### src/rtl/div_issue.sv
// Requester-side controller for the multicycle divider: issues DIV/DIVU from EX,
// holds the pipeline while the divider works, and writes the result to HI/LO.
module div_issue #(
  parameter int TIMEOUT      = 40,
  parameter int ABORT_CYCLES = 2
) (
  input  logic        clk,
  input  logic        rst,
  input  logic        ex_div_req,
  input  logic        ex_div_signed,
  input  logic [31:0] ex_op1,
  input  logic [31:0] ex_op2,
  input  logic        flush,
  output logic        stall_req,
  output logic        div_start,
  output logic        div_annul,
  output logic        div_signed,
  output logic [31:0] div_op1,
  output logic [31:0] div_op2,
  input  logic [63:0] div_result,
  input  logic        div_ready,
  output logic        hilo_we,
  output logic [31:0] hi_o,
  output logic [31:0] lo_o,
  output logic        div_timeout
);

  localparam int WCW = $clog2(TIMEOUT + 1);
  localparam int ACW = $clog2(ABORT_CYCLES + 1);

  typedef enum logic [1:0] {
    ST_IDLE  = 2'd0,
    ST_BUSY  = 2'd1,
    ST_DONE  = 2'd2,
    ST_ABORT = 2'd3
  } state_t;

  state_t           state_r;
  state_t           state_nxt_s;
  logic [WCW-1:0]   wait_cnt_r;
  logic [WCW-1:0]   wait_cnt_nxt_s;
  logic [ACW-1:0]   abort_cnt_r;
  logic [ACW-1:0]   abort_cnt_nxt_s;
  logic             rst_abort_r;
  logic             rst_abort_nxt_s;
  logic             start_nxt_s;
  logic             annul_nxt_s;
  logic             signed_nxt_s;
  logic [31:0]      op1_nxt_s;
  logic [31:0]      op2_nxt_s;
  logic             we_nxt_s;
  logic [31:0]      hi_nxt_s;
  logic [31:0]      lo_nxt_s;
  logic             tmo_nxt_s;
  logic             req_ok_s;

  assign req_ok_s = ex_div_req & ~flush;

  // Next-state, next register values and the combinational stall request.
  always_comb begin
    state_nxt_s     = state_r;
    wait_cnt_nxt_s  = wait_cnt_r;
    abort_cnt_nxt_s = abort_cnt_r;
    rst_abort_nxt_s = rst_abort_r;
    start_nxt_s     = div_start;
    annul_nxt_s     = 1'b0;
    signed_nxt_s    = div_signed;
    op1_nxt_s       = div_op1;
    op2_nxt_s       = div_op2;
    we_nxt_s        = 1'b0;
    hi_nxt_s        = hi_o;
    lo_nxt_s        = lo_o;
    tmo_nxt_s       = 1'b0;
    stall_req       = 1'b0;
    case (state_r)
      ST_IDLE: begin
        stall_req = req_ok_s;
        if (rst_abort_r) begin
          // A reset may have cut the divider off mid-operation: give it the
          // same quiet period as an abort, but without an annul.
          rst_abort_nxt_s = 1'b0;
          abort_cnt_nxt_s = {ACW{1'b0}};
          start_nxt_s     = 1'b0;
          state_nxt_s     = ST_ABORT;
        end else if (req_ok_s) begin
          op1_nxt_s      = ex_op1;
          op2_nxt_s      = ex_op2;
          signed_nxt_s   = ex_div_signed;
          start_nxt_s    = 1'b1;
          wait_cnt_nxt_s = {WCW{1'b0}};
          state_nxt_s    = ST_BUSY;
        end else begin
          start_nxt_s = 1'b0;
        end
      end
      ST_BUSY: begin
        stall_req = 1'b1;
        if (flush) begin
          start_nxt_s     = 1'b0;
          annul_nxt_s     = 1'b1;
          abort_cnt_nxt_s = {ACW{1'b0}};
          state_nxt_s     = ST_ABORT;
        end else if (div_ready) begin
          hi_nxt_s    = div_result[63:32];
          lo_nxt_s    = div_result[31:0];
          we_nxt_s    = 1'b1;
          start_nxt_s = 1'b0;
          state_nxt_s = ST_DONE;
        end else if (wait_cnt_r == WCW'(TIMEOUT - 1)) begin
          tmo_nxt_s       = 1'b1;
          annul_nxt_s     = 1'b1;
          start_nxt_s     = 1'b0;
          abort_cnt_nxt_s = {ACW{1'b0}};
          state_nxt_s     = ST_ABORT;
        end else begin
          wait_cnt_nxt_s = wait_cnt_r + WCW'(1);
        end
      end
      ST_DONE: begin
        // hilo_we is high in this cycle; the retiring instruction still shows
        // ex_div_req, so the request is deliberately not looked at here.
        start_nxt_s = 1'b0;
        state_nxt_s = ST_IDLE;
      end
      ST_ABORT: begin
        stall_req   = req_ok_s;
        start_nxt_s = 1'b0;
        if (abort_cnt_r == ACW'(ABORT_CYCLES - 1)) begin
          state_nxt_s = ST_IDLE;
        end else begin
          abort_cnt_nxt_s = abort_cnt_r + ACW'(1);
        end
      end
      default: begin
        start_nxt_s = 1'b0;
        state_nxt_s = ST_IDLE;
      end
    endcase
  end

  // State, counters and all registered divider/HI-LO outputs.
  always_ff @(posedge clk) begin
    if (rst) begin
      state_r     <= ST_IDLE;
      wait_cnt_r  <= {WCW{1'b0}};
      abort_cnt_r <= {ACW{1'b0}};
      rst_abort_r <= 1'b1;
      div_start   <= 1'b0;
      div_annul   <= 1'b0;
      div_signed  <= 1'b0;
      div_op1     <= 32'd0;
      div_op2     <= 32'd0;
      hilo_we     <= 1'b0;
      hi_o        <= 32'd0;
      lo_o        <= 32'd0;
      div_timeout <= 1'b0;
    end else begin
      state_r     <= state_nxt_s;
      wait_cnt_r  <= wait_cnt_nxt_s;
      abort_cnt_r <= abort_cnt_nxt_s;
      rst_abort_r <= rst_abort_nxt_s;
      div_start   <= start_nxt_s;
      div_annul   <= annul_nxt_s;
      div_signed  <= signed_nxt_s;
      div_op1     <= op1_nxt_s;
      div_op2     <= op2_nxt_s;
      hilo_we     <= we_nxt_s;
      hi_o        <= hi_nxt_s;
      lo_o        <= lo_nxt_s;
      div_timeout <= tmo_nxt_s;
    end
  end

endmodule

### config.mk
export PLATFORM = sky130hd
export DESIGN_NAME = div_issue
export DESIGN_NICKNAME = d
export VERILOG_FILES = /design/src/rtl/div_issue.sv
export SDC_FILE = /design/constraint.sdc
export NUM_CORES = 1
export LEC_CHECK = 0
export ABC_AREA = 1
export BUFFER_PORTS_ARGS = -buffer_cell sky130_fd_sc_hd__buf_4
export CAP_MARGIN = 20
export CORE_UTILIZATION = 41
export CTS_BUF_LIST = sky130_fd_sc_hd__clkbuf_16
export DETAILED_ROUTE_END_ITERATION = 6
export PLACE_DENSITY = 0.86
export SKIP_LAST_GASP = 1
export SYNTH_ARGS = -nofsm -noshare
export SYNTH_HDL_FRONTEND = slang
export SYNTH_SLANG_ARGS = --single-unit
### constraint.sdc
create_clock -name clk -period 1.7 [get_ports clk]
set_clock_uncertainty 0.2 [all_clocks]
set_input_delay 0 -clock clk [delete_from_list [all_inputs] [get_ports clk]]
set_output_delay 0 -clock clk [all_outputs]
set_load 0.005 [all_outputs]
==> results of run 1 <==
## worst register-to-register path, stage by stage (launching register included)
cell,delay [ns]
dfxtp_2,0.33
inv_2,0.07
ha_4,0.14
inv_4,0.04
nor2_4,0.12
nand3_4,0.10
buf_6,0.16
clkbuf_16,0.18
o21ai_0,0.20
nor2_1,0.06
## registers in the layout, summed over array words and instances (netlist names)
name and cells:
wait_cnt_r 6, lo_o 32, state_r 2, abort_cnt_r 2, div_op2 32, div_op1 32, hi_o 32, div_start 1
div_annul 1, div_timeout 1, div_signed 1, rst_abort_r 1, hilo_we 1
## report_power, final
part,internal [mW],leakage (nW),switching (mW)
clock,2.72,0.312,1.39
combinational,1.71,2.92,1.54
sequential,3.85,1.17,0.302
## cells in the final DEF (no fill, tap or decap), drive strengths merged
| cell | count |
|---|---|
| buf | 302 |
| nor2 | 151 |
| dfxtp | 144 |
| o21ai | 134 |
| dlygate4sd3 | 133 |
| inv | 82 |
| a21oi | 79 |
| nand2 | 29 |
| clkbuf | 21 |
| nand3 | 11 |
| clkinv | 7 |
| bufinv | 6 |
| ha | 6 |
| nor3 | 2 |
| clkinvlp | 2 |
| diode | 1 |
| o21a | 1 |
| o21bai | 1 |
| or2 | 1 |
## cells by family after synthesis
logic type	after synthesis
adders and majority gates	6
buffers and inverters	126
and+or+nand+nor	194
DFF	144
AOI/OAI and AO/OA	215
## metal layers
metal | vias to the layer above | part of all wire (%)
li1 | 3026 | -
met1 | 3021 | 35
met2 | 306 | 53
met3 | 116 | 5.7
met4 | 0 | 6.1
met5 | - | 0
## repair_timing
action / 4_1_cts / 5_1_grt
setup buffers: 0 / 9
gates cloned: 0 / 6
resized for setup: 8 / 72
pin swaps: 2 / 15
setup endpoints to repair: 3 / 75
hold buffers: 133 / 0
hold endpoints to repair: 144 / 0
## path summary, 6_finish.rpt
path	from	endpoint	slack, ns	cells after the start
setup reg to reg	state_r[0]	div_op2[19]	-0.02	9
hold reg to reg	lo_o[22]	lo_o[22]	0.24	2
hold / removal	rst	wait_cnt_r[2]	0.12	3
setup / recovery	state_r[0]	div_op2[19]	-0.02	9
## metrics by stage
step           util (%)  hold WS, ns
2_1_floorplan         -       -0.131
3_3_place_gp       60.0     -0.00958
3_5_place_dp       60.0     -0.00709
4_1_cts            75.8       0.0894
5_1_grt            78.6        0.118
6_report           78.6        0.122
## final cells by class
type,count,area (um2)
Timing Repair Buffer,439,3830
Sequential cell,144,2890
Fill cell,720,2710
Multi-Input combinational cell,415,2040
Clock buffer,17,425
Inverter,82,325
Clock inverter,15,223
Tap cell,172,215
Antenna cell,1,2.50
==> reports/qor.yml, run 1 <==
status:
  outcome: "finished, violations left"
  violations: "negative setup slack"
yosys:
  yosysSeqAreaShare_pct: 53.7
  yosysTopAreaCell: "dfxtp_1"
  ys_async_sr_fraction_pct: 0
  yosysWarnings: 0
  synth_cell_types: 22
  synthMuxAreaShare_pct: 0
  syn_nets: 825
  synth_area_um2: 5370
  avgSynthCellArea_um2: 7.84
  synth_cells: 685
  synth_top_area_share_pct: 53.7
  synthXorXnorAreaFrac_pct: 0
  synth_top_family_by_area: "compound AO/OA/AOI/OAI gates"
  ys.flop_type: "dfxtp_1"
  synthTopCellsByCount: "nor2_1 (150), dfxtp_1 (144), o21ai_0 (107)"
  synth-seq-cells: 144
  synthAdderAreaFrac_pct: 1.40
  synthMostInstantiatedCell: "nor2_1"
  synth_edf_count: 0
  synthTopCellsByArea: "dfxtp_1 (54%), nor2_1 (10%), o21ai_0 (10%), a21oi_1 (7.4%), inv_1 (5.6%)"
  synth-compound-area-share_pct: 20.2
  yosys.area_share.simple_pct: 14.3
timing:
  setup_slack_ns: -0.0179
  maxSlewHeadroom_pct: 80.3
  fmax_ghz: 0.582
  setup_tns_ns: -0.0277
  hold_violations: 0
  worst_pin_slew_ns: 0.296
  finalCritPeriodShare_pct: 101
  setup_viol: 3
  min_period_ns: 1.72
  rsz0062_at_grt: "true"
  slew_viol_final: 0
drt:
  first_pass_iters: 4
  drc: 0
  vias: 6469
  first_iter_violations: 503
  routed_wl_um: 21200
  ant_nets: 0
  routed_via_density: 5.03
  drt-wirelength-per-cell_um: 16.5
placed_design:
  hpwl_um: 11100
  globalplace.congestion: 0.849
  io_buffers: 267
  placedCellCount: 1104
  place_ws_ns: -0.0311
  placed_area_um2: 7610
floorplanning:
  die_w_um: 116
  dieArea_um2: 13600
  ios: 268
  core_region_area_um2: 12700
  fp.dieH_um: 116
  start_util_pct: 42.4
  rows: 41
global_routing:
  grt_max_degree: 71
  antenna_found_initial: 1
  top_usage_layer: "met2"
  grt_overflow_total: 0
  grt_first_pass_wirelength_um: 29500
  use_met3_pct: 8.82
  grt_util_met1_pct: 27.4
  grt_use_met2_pct: 52.0
  grt_pass1_vias: 6267
  grt_util_all_layers_pct: 28.7
layout:
  drive_gt1_share_pct: 33.0
  final_cells: 1285
  syn2layout_area_growth_pct: 85.4
  fin_nets: 1239
  fin_area_um2: 9960
setup_path:
  slowest_stage: "dfxtp_2"
  path_buf_inv: 4
  cp_top_family: "buffers and inverters"
  critPathMaxFanout: 14
  worstPathArrival_ns: 1.82
  cp-start-kind: "register"
  path_class: "register to register"
  cpPeakStageDelay_ns: 0.33
  required_ns: 1.80
  crit_chain: "inv_2 -> ha_4 -> inv_4 -> nor2_4 -> nand3_4 -> buf_6 -> clkbuf_16 -> o21ai_0 -> nor2_1"
  crit_path_end_kind: "register"
worst_hold_path:
  hold_class: "input port to register"
clock_tree:
  clk_latency_ns: 0.41
  path_clk_slew_ns: 0.06
  clock-sinks: 144
  cts_max_path_buffers: 2
  cts_made_buffers: 17
  cts_tree: "done"
  clock-root-buffer: "clkbuf_16"
  h-tree-depth: 4
run:
  cap_violations: 0
power:
  power.density_nw_per_um2: 1160
  irDropWorstVdd_mv: 1.41
  finalPower_mw: 11.5
  power.leakage_nw: 4.40
No activity file was read; power rests on OpenSTA's default activity.
==> run 2, diff against run 1 <==
--- a/config.mk
+++ b/config.mk
@@ -8,10 +8,10 @@
 export ABC_AREA = 1
 export BUFFER_PORTS_ARGS = -buffer_cell sky130_fd_sc_hd__buf_4
 export CAP_MARGIN = 20
-export CORE_UTILIZATION = 41
-export CTS_BUF_LIST = sky130_fd_sc_hd__clkbuf_16
+export CORE_UTILIZATION = 43
+export CTS_BUF_LIST = sky130_fd_sc_hd__clkbuf_2 sky130_fd_sc_hd__clkbuf_4 sky130_fd_sc_hd__clkbuf_8
 export DETAILED_ROUTE_END_ITERATION = 6
-export PLACE_DENSITY = 0.86
+export PLACE_DENSITY = 0.89
 export SKIP_LAST_GASP = 1
 export SYNTH_ARGS = -nofsm -noshare
 export SYNTH_HDL_FRONTEND = slang
==> run 2 against run 1 <==
The flow still finishes with violations (negative setup slack). Non-clock buffer count decreased by 5. First-iteration DRC count grew 37%. Total power is 11% lower. Critical path depth unchanged. Count of clock-buffer cells in the layout up 5. Die area shrank 4.6%. Wire length is 7.1% higher. Register-to-register slack lost 0.08 ns. Sequential cell count unchanged. Largest power group unchanged.
==> reports/qor.yml, run 2 (synthesis results as in run 1) <==
status:
  outcome: "finished, violations left"  # unchanged
  violations: "negative setup slack"  # unchanged
drt:
  first_iter_violations: 691  # was 503
  routed_via_density: 5.09  # was 5.03
  drc: 0  # unchanged
  first_pass_iters: 5  # was 4
  routed_wl_um: 22700  # was 21200 um
  drt-wirelength-per-cell_um: 17.8  # was 16.5 um
  vias: 6494  # was 6469
  ant_nets: 0  # unchanged
timing:
  setup_tns_ns: -0.794  # was -0.0277 ns
  finalCritPeriodShare_pct: 106  # was 101%
  min_period_ns: 1.80  # was 1.72 ns
  fmax_ghz: 0.556  # was 0.582 GHz
  setup_viol: 24  # was 3
  slew_viol_final: 0  # unchanged
  maxSlewHeadroom_pct: 66.1  # was 80.3%
  worst_pin_slew_ns: 0.509  # was 0.296 ns
  hold_violations: 0  # unchanged
  rsz0062_at_grt: "true"  # unchanged
  setup_slack_ns: -0.0987  # was -0.0179 ns
floorplanning:
  die_w_um: 114  # was 116 um
  ios: 268  # unchanged
  fp.dieH_um: 114  # was 116 um
  dieArea_um2: 12900  # was 13600 um2
  rows: 40  # was 41
  start_util_pct: 44.3  # was 42.4%
  core_region_area_um2: 12100  # was 12700 um2
setup_path:
  r2r_cells: 9  # unchanged
  required_ns: 1.83  # was 1.80 ns
  cp-start-kind: "register"  # unchanged
  path_class: "register to register"  # unchanged
  critPathMaxFanout: 8  # was 14
  crit_path_end_kind: "register"  # unchanged
  worstPathArrival_ns: 1.93  # was 1.82 ns
power:
  power.leakage_nw: 4.29  # was 4.40 nW
  power.density_nw_per_um2: 1060  # was 1160 nW/um2
  irDropWorstVdd_mv: 0.808  # was 1.41 mV
  finalPower_mw: 10.3  # was 11.5 mW
clock_tree:
  clock-root-buffer: "clkbuf_8"  # was clkbuf_16
  cts_max_path_buffers: 2  # unchanged
  clock-sinks: 144  # unchanged
  clk_latency_ns: 0.44  # was 0.41 ns
  h-tree-depth: 4  # unchanged
  cts_made_buffers: 17  # unchanged
  path_clk_slew_ns: 0.08  # was 0.06 ns
  cts_tree: "done"  # unchanged
layout:
  final_common_cell: "buf_4"  # unchanged
  fin_nets: 1234  # was 1239
  drive_gt1_share_pct: 32.8  # was 33.0%
  regArea_um2: 2890  # about the same
  nFillCells: 678  # was 720
  multi_input_area_um2: 2030  # was 2040 um2
  layout_common_cells: "buf_4 (278), nor2_1 (143), dfxtp_1 (141), dlygate4sd3_1 (133), o21ai_0 (100)"  # was buf_4 (284), nor2_1 (148), dfxtp_1 (140), dlygate4sd3_1 (133), inv_1 (78)
  fin_area_um2: 9740  # was 9960 um2
  syn2layout_area_growth_pct: 81.4  # was 85.4%
global_routing:
  grt_pass1_vias: 6492  # was 6267
  antenna_found_initial: 1  # unchanged
  grt_overflow_total: 0  # unchanged
  grt_first_pass_wirelength_um: 30900  # was 29500 um
  grt_max_degree: 138  # was 71
  grt_util_all_layers_pct: 31.2  # was 28.7%
placed_design:
  hpwl_um: 10700  # was 11100 um
  place_ws_ns: -0.000620  # was -0.0311 ns
  io_buffers: 267  # unchanged
  placed_area_um2: 7580  # was 7610 um2
  globalplace.congestion: 0.872  # was 0.849
worst_hold_path:
  hold_class: "input port to register"  # unchanged
  hold_depth: 3  # unchanged
run:
  cap_violations: 0  # unchanged
==> run 2: changes by cell type in the layout (fill, tap and decap cells not counted), sizes merged <==
| cell | change |
|---|---|
| buf | -9 |
| bufinv | -3 |
| clkbuf | +9 |
| clkinv | -1 |
| clkinvlp | +1 |
| inv | -2 |
==> run 2: layer usage <==
metal	global-route usage (%)	part of all wire [%]
met1	29.8	35
met2	55.7	52
met3	9.88	6.7
met4	24.0	6.5
met5	0	0
==> run 2: where the power goes <==
| part | internal (mW) | switching [mW] | total (mW) |
|---|---|---|---|
| Clock | 1.59 | 1.33 | 2.92 |
| Sequential | 3.85 | 0.320 | 4.17 |
| Combinational | 1.67 | 1.53 | 3.20 |
| Total | 7.11 | 3.17 | 10.3 |
==> run 2: through the flow <==
stage / hold WS, ns / cells / util [%]
after global routing: 0.0977 / 1276 / 80.4
after CTS: 0.0627 / 1262 / 77.1
after detailed placement: -0.0142 / 1097 / 62.6
after floorplan: -0.131 / 685 / -
after global placement: -0.00994 / 1097 / 62.6
final: 0.112 / 1276 / 80.4
==> run 2: layout make-up <==
type | instances | share of cell area, %
repair buffers | 434 | 39.6
flip-flops and latches | 144 | 29.7
multi-input cells | 415 | 20.8
inverters | 82 | 3.40
clock buffers | 22 | 2.98
well taps | 168 | 2.16
clock inverters | 10 | 1.37
diodes | 1 | 0.0257
==> run 2: repair_timing <==
action / 4_1_cts / 5_1_grt
hold endpoints to repair: 144 / 0
buffers inserted: 0 / 2
pin swaps: 0 / 10
gates cloned: 0 / 11
hold buffers: 133 / 0
endpoints found under the setup margin: 7 / 89
gates resized for setup: 2 / 47
==> run 2: worst max-delay path: stages (launching register included) <==
cell and delay (ns):
dfxtp_4 0.37, inv_4 0.06, ha_4 0.13, inv_4 0.04, nor2_4 0.14, nand3_4 0.10
buf_12 0.16, clkbuf_16 0.16, o21ai_0 0.22, nor2_1 0.09
==> run 2: path summary, 6_finish.rpt <==
check | start | slack [ns] | to
worst min register to register | lo_o[1] | 0.25 | lo_o[1]
worst max register to register | state_r[0] | -0.1 | div_op2[19]
worst max-delay path | state_r[0] | -0.1 | div_op2[19]
worst min-delay path | rst | 0.11 | wait_cnt_r[2]
==> run 3, diff against run 2 <==
--- a/config.mk
+++ b/config.mk
@@ -12,6 +12,7 @@
 export CTS_BUF_LIST = sky130_fd_sc_hd__clkbuf_2 sky130_fd_sc_hd__clkbuf_4 sky130_fd_sc_hd__clkbuf_8
 export DETAILED_ROUTE_END_ITERATION = 6
 export PLACE_DENSITY = 0.89
+export SETUP_SLACK_MARGIN = 0.02
 export SKIP_LAST_GASP = 1
 export SYNTH_ARGS = -nofsm -noshare
 export SYNTH_HDL_FRONTEND = slang
==> run 3 against run 2 <==
The flow still finishes with violations (negative setup slack). Setup slack improved by 0.0056 ns. Sequential cell count stayed put. Sequential share of layout area unchanged. Critical path type unchanged.
==> reports/qor.yml, run 3 (synthesis results as in run 1) <==
floorplanning:
  core_region_area_um2: 12100  # unchanged
  rows: 40  # unchanged
  start_util_pct: 44.3  # unchanged
  fp.dieH_um: 114  # unchanged
  die_w_um: 114  # unchanged
  ios: 268  # unchanged
  dieArea_um2: 12900  # unchanged
layout:
  fin_nets: 1234  # unchanged
  final_util_pct: 80.4  # unchanged
  multi_input_area_um2: 2030  # unchanged
  drive_gt1_share_pct: 32.8  # unchanged
  fin_area_um2: 9740  # unchanged
  nFillCells: 678  # unchanged
  regArea_um2: 2890  # unchanged
  layout_common_cells: "buf_4 (278), nor2_1 (143), dfxtp_1 (141), dlygate4sd3_1 (133), o21ai_0 (100)"  # unchanged
  syn2layout_area_growth_pct: 81.4  # unchanged
  final_common_cell: "buf_4"  # unchanged
setup_path:
  path_class: "register to register"  # unchanged
  required_ns: 1.83  # about the same
  rr_endpoint: "div_op1[26]"  # was div_op2[19]
  rrSetupSlack_ns: -0.09  # was -0.1 ns
  crit_path_end_kind: "register"  # unchanged
  critPathMaxFanout: 8  # unchanged
  rr_startpoint: "state_r[0]"  # unchanged
  r2r_cells: 9  # unchanged
  crit_start: "state_r[0]"  # unchanged
  cp-start-kind: "register"  # unchanged
  worstPathArrival_ns: 1.93  # about the same
clock_tree:
  clock-root-buffer: "clkbuf_8"  # unchanged
  clk_latency_ns: 0.44  # about the same
  cts_made_buffers: 17  # unchanged
  h-tree-depth: 4  # unchanged
  clock-sinks: 144  # unchanged
  cts_max_path_buffers: 2  # unchanged
  cts_tree: "done"  # unchanged
  path_clk_slew_ns: 0.08  # about the same
global_routing:
  grt_first_pass_wirelength_um: 30800  # was 30900 um
  grt_max_degree: 138  # unchanged
  grt_pass1_vias: 6488  # was 6492
  antenna_found_initial: 1  # unchanged
  grt_overflow_total: 0  # unchanged
  grt_util_all_layers_pct: 31.2  # about the same
timing:
  worst_pin_slew_ns: 0.556  # was 0.509 ns
  rsz0062_at_grt: "true"  # unchanged
  maxSlewHeadroom_pct: 62.9  # was 66.1%
  min_period_ns: 1.79  # was 1.80 ns
  setup_slack_ns: -0.0931  # was -0.0987 ns
  holdWs_ns: 0.111  # was 0.112 ns
  finalCritPeriodShare_pct: 105  # was 106%
  slew_viol_final: 0  # unchanged
  setup_tns_ns: -0.669  # was -0.794 ns
  fmax_ghz: 0.558  # was 0.556 GHz
  setup_viol: 19  # was 24
  hold_violations: 0  # unchanged
power:
  p_int_mw: 7.11  # about the same
  swShare_pct: 30.9  # about the same
  power.leakage_nw: 4.29  # unchanged
  power.switching_mw: 3.18  # was 3.17 mW
  combPwrFrac_pct: 31.0  # was 31.1%
  p_clk_share_pct: 28.4  # about the same
  seqPwrFrac_pct: 40.5  # about the same
  irDropWorstVdd_mv: 0.810  # was 0.808 mV
  power.density_nw_per_um2: 1060  # about the same
drt:
  drc: 0  # unchanged
  vias: 6525  # was 6494
  drt-wirelength-per-cell_um: 17.8  # about the same
  first_pass_iters: 6  # was 5
  ant_nets: 0  # unchanged
  routed_wl_um: 22700  # about the same
  first_iter_violations: 630  # was 691
  routed_via_density: 5.11  # was 5.09
worst_hold_path:
  holdPathEnd: "wait_cnt_r[2]"  # unchanged
  hp-start: "rst"  # unchanged
  hold_depth: 3  # unchanged
  hold_class: "input port to register"  # unchanged
placed_design:
  io_buffers: 267  # unchanged
  globalplace.congestion: 0.872  # unchanged
  hpwl_um: 10700  # unchanged
  placed_area_um2: 7580  # unchanged
  place_ws_ns: -0.000620  # unchanged
run:
  cap_violations: 0  # unchanged
status:
  outcome: "finished, violations left"  # unchanged
  violations: "negative setup slack"  # unchanged
## run 3: cell counts in the layout (fill, tap and decap cells not counted)
No cell type changed its count.
## run 3: layer usage
layer | vias to the layer above | wire length, um | part of all wire [%] | track usage (%)
met5 | - | 0 | 0 | 0
met4 | 0 | 1560 | 6.9 | 23.9
met3 | 146 | 1500 | 6.6 | 9.88
met2 | 387 | 11700 | 52 | 55.8
met1 | 2977 | 7880 | 35 | 29.7
li1 | 3015 | - | - | -
## run 3: timing repair
action | 4_1_cts | 5_1_grt
hold buffers | 133 | 0
hold endpoints to repair | 144 | 0
pin swaps | 0 | 10
setup buffers | 0 | 2
cloned | 0 | 11
gates resized for setup | 2 | 47
setup endpoints to repair | 18 | 100
## run 3: worst max-delay path by stage
stage,to,cells past startpoint
detailed placement,div_op1[9],9
CTS,stall_req,5
finish,div_op1[26],9
global route,div_op1[26],9
global placement,wait_cnt_r[3],11
floorplan,hi_o[10],7
## run 3: power groups by stage
stage	Clock (mW)	Sequential [mW]	Combinational, mW
2_1_floorplan	0	4.18	1.15
3_3_place_gp	0	4.14	2.35
6_report	2.93	4.17	3.19
3_5_place_dp	0	4.17	2.41
4_1_cts	2.90	4.09	2.68
5_1_grt	3.08	4.21	3.44
## run 3: layout make-up
class | count | area share, %
Antenna cell | 1 | 0.0257
Clock buffer | 22 | 2.98
Clock inverter | 10 | 1.37
Inverter | 82 | 3.40
Multi-Input combinational cell | 415 | 20.8
Sequential cell | 144 | 29.7
Tap cell | 168 | 2.16
Timing Repair Buffer | 434 | 39.6
## run 3: stage by stage
step | power, mW | cells
after floorplan | 5.33 | 685
after global placement | 6.49 | 1097
after detailed placement | 6.57 | 1097
after CTS | 9.67 | 1262
after global routing | 10.7 | 1276
final | 10.3 | 1276
## run 3: worst max-delay path, stage by stage, from the launching register on
cell	delay (ns)
dfxtp_4	0.37
inv_4	0.06
ha_4	0.13
inv_4	0.04
nor2_4	0.14
nand3_4	0.10
buf_12	0.16
clkbuf_16	0.16
o21ai_0	0.25
nor2_1	0.07
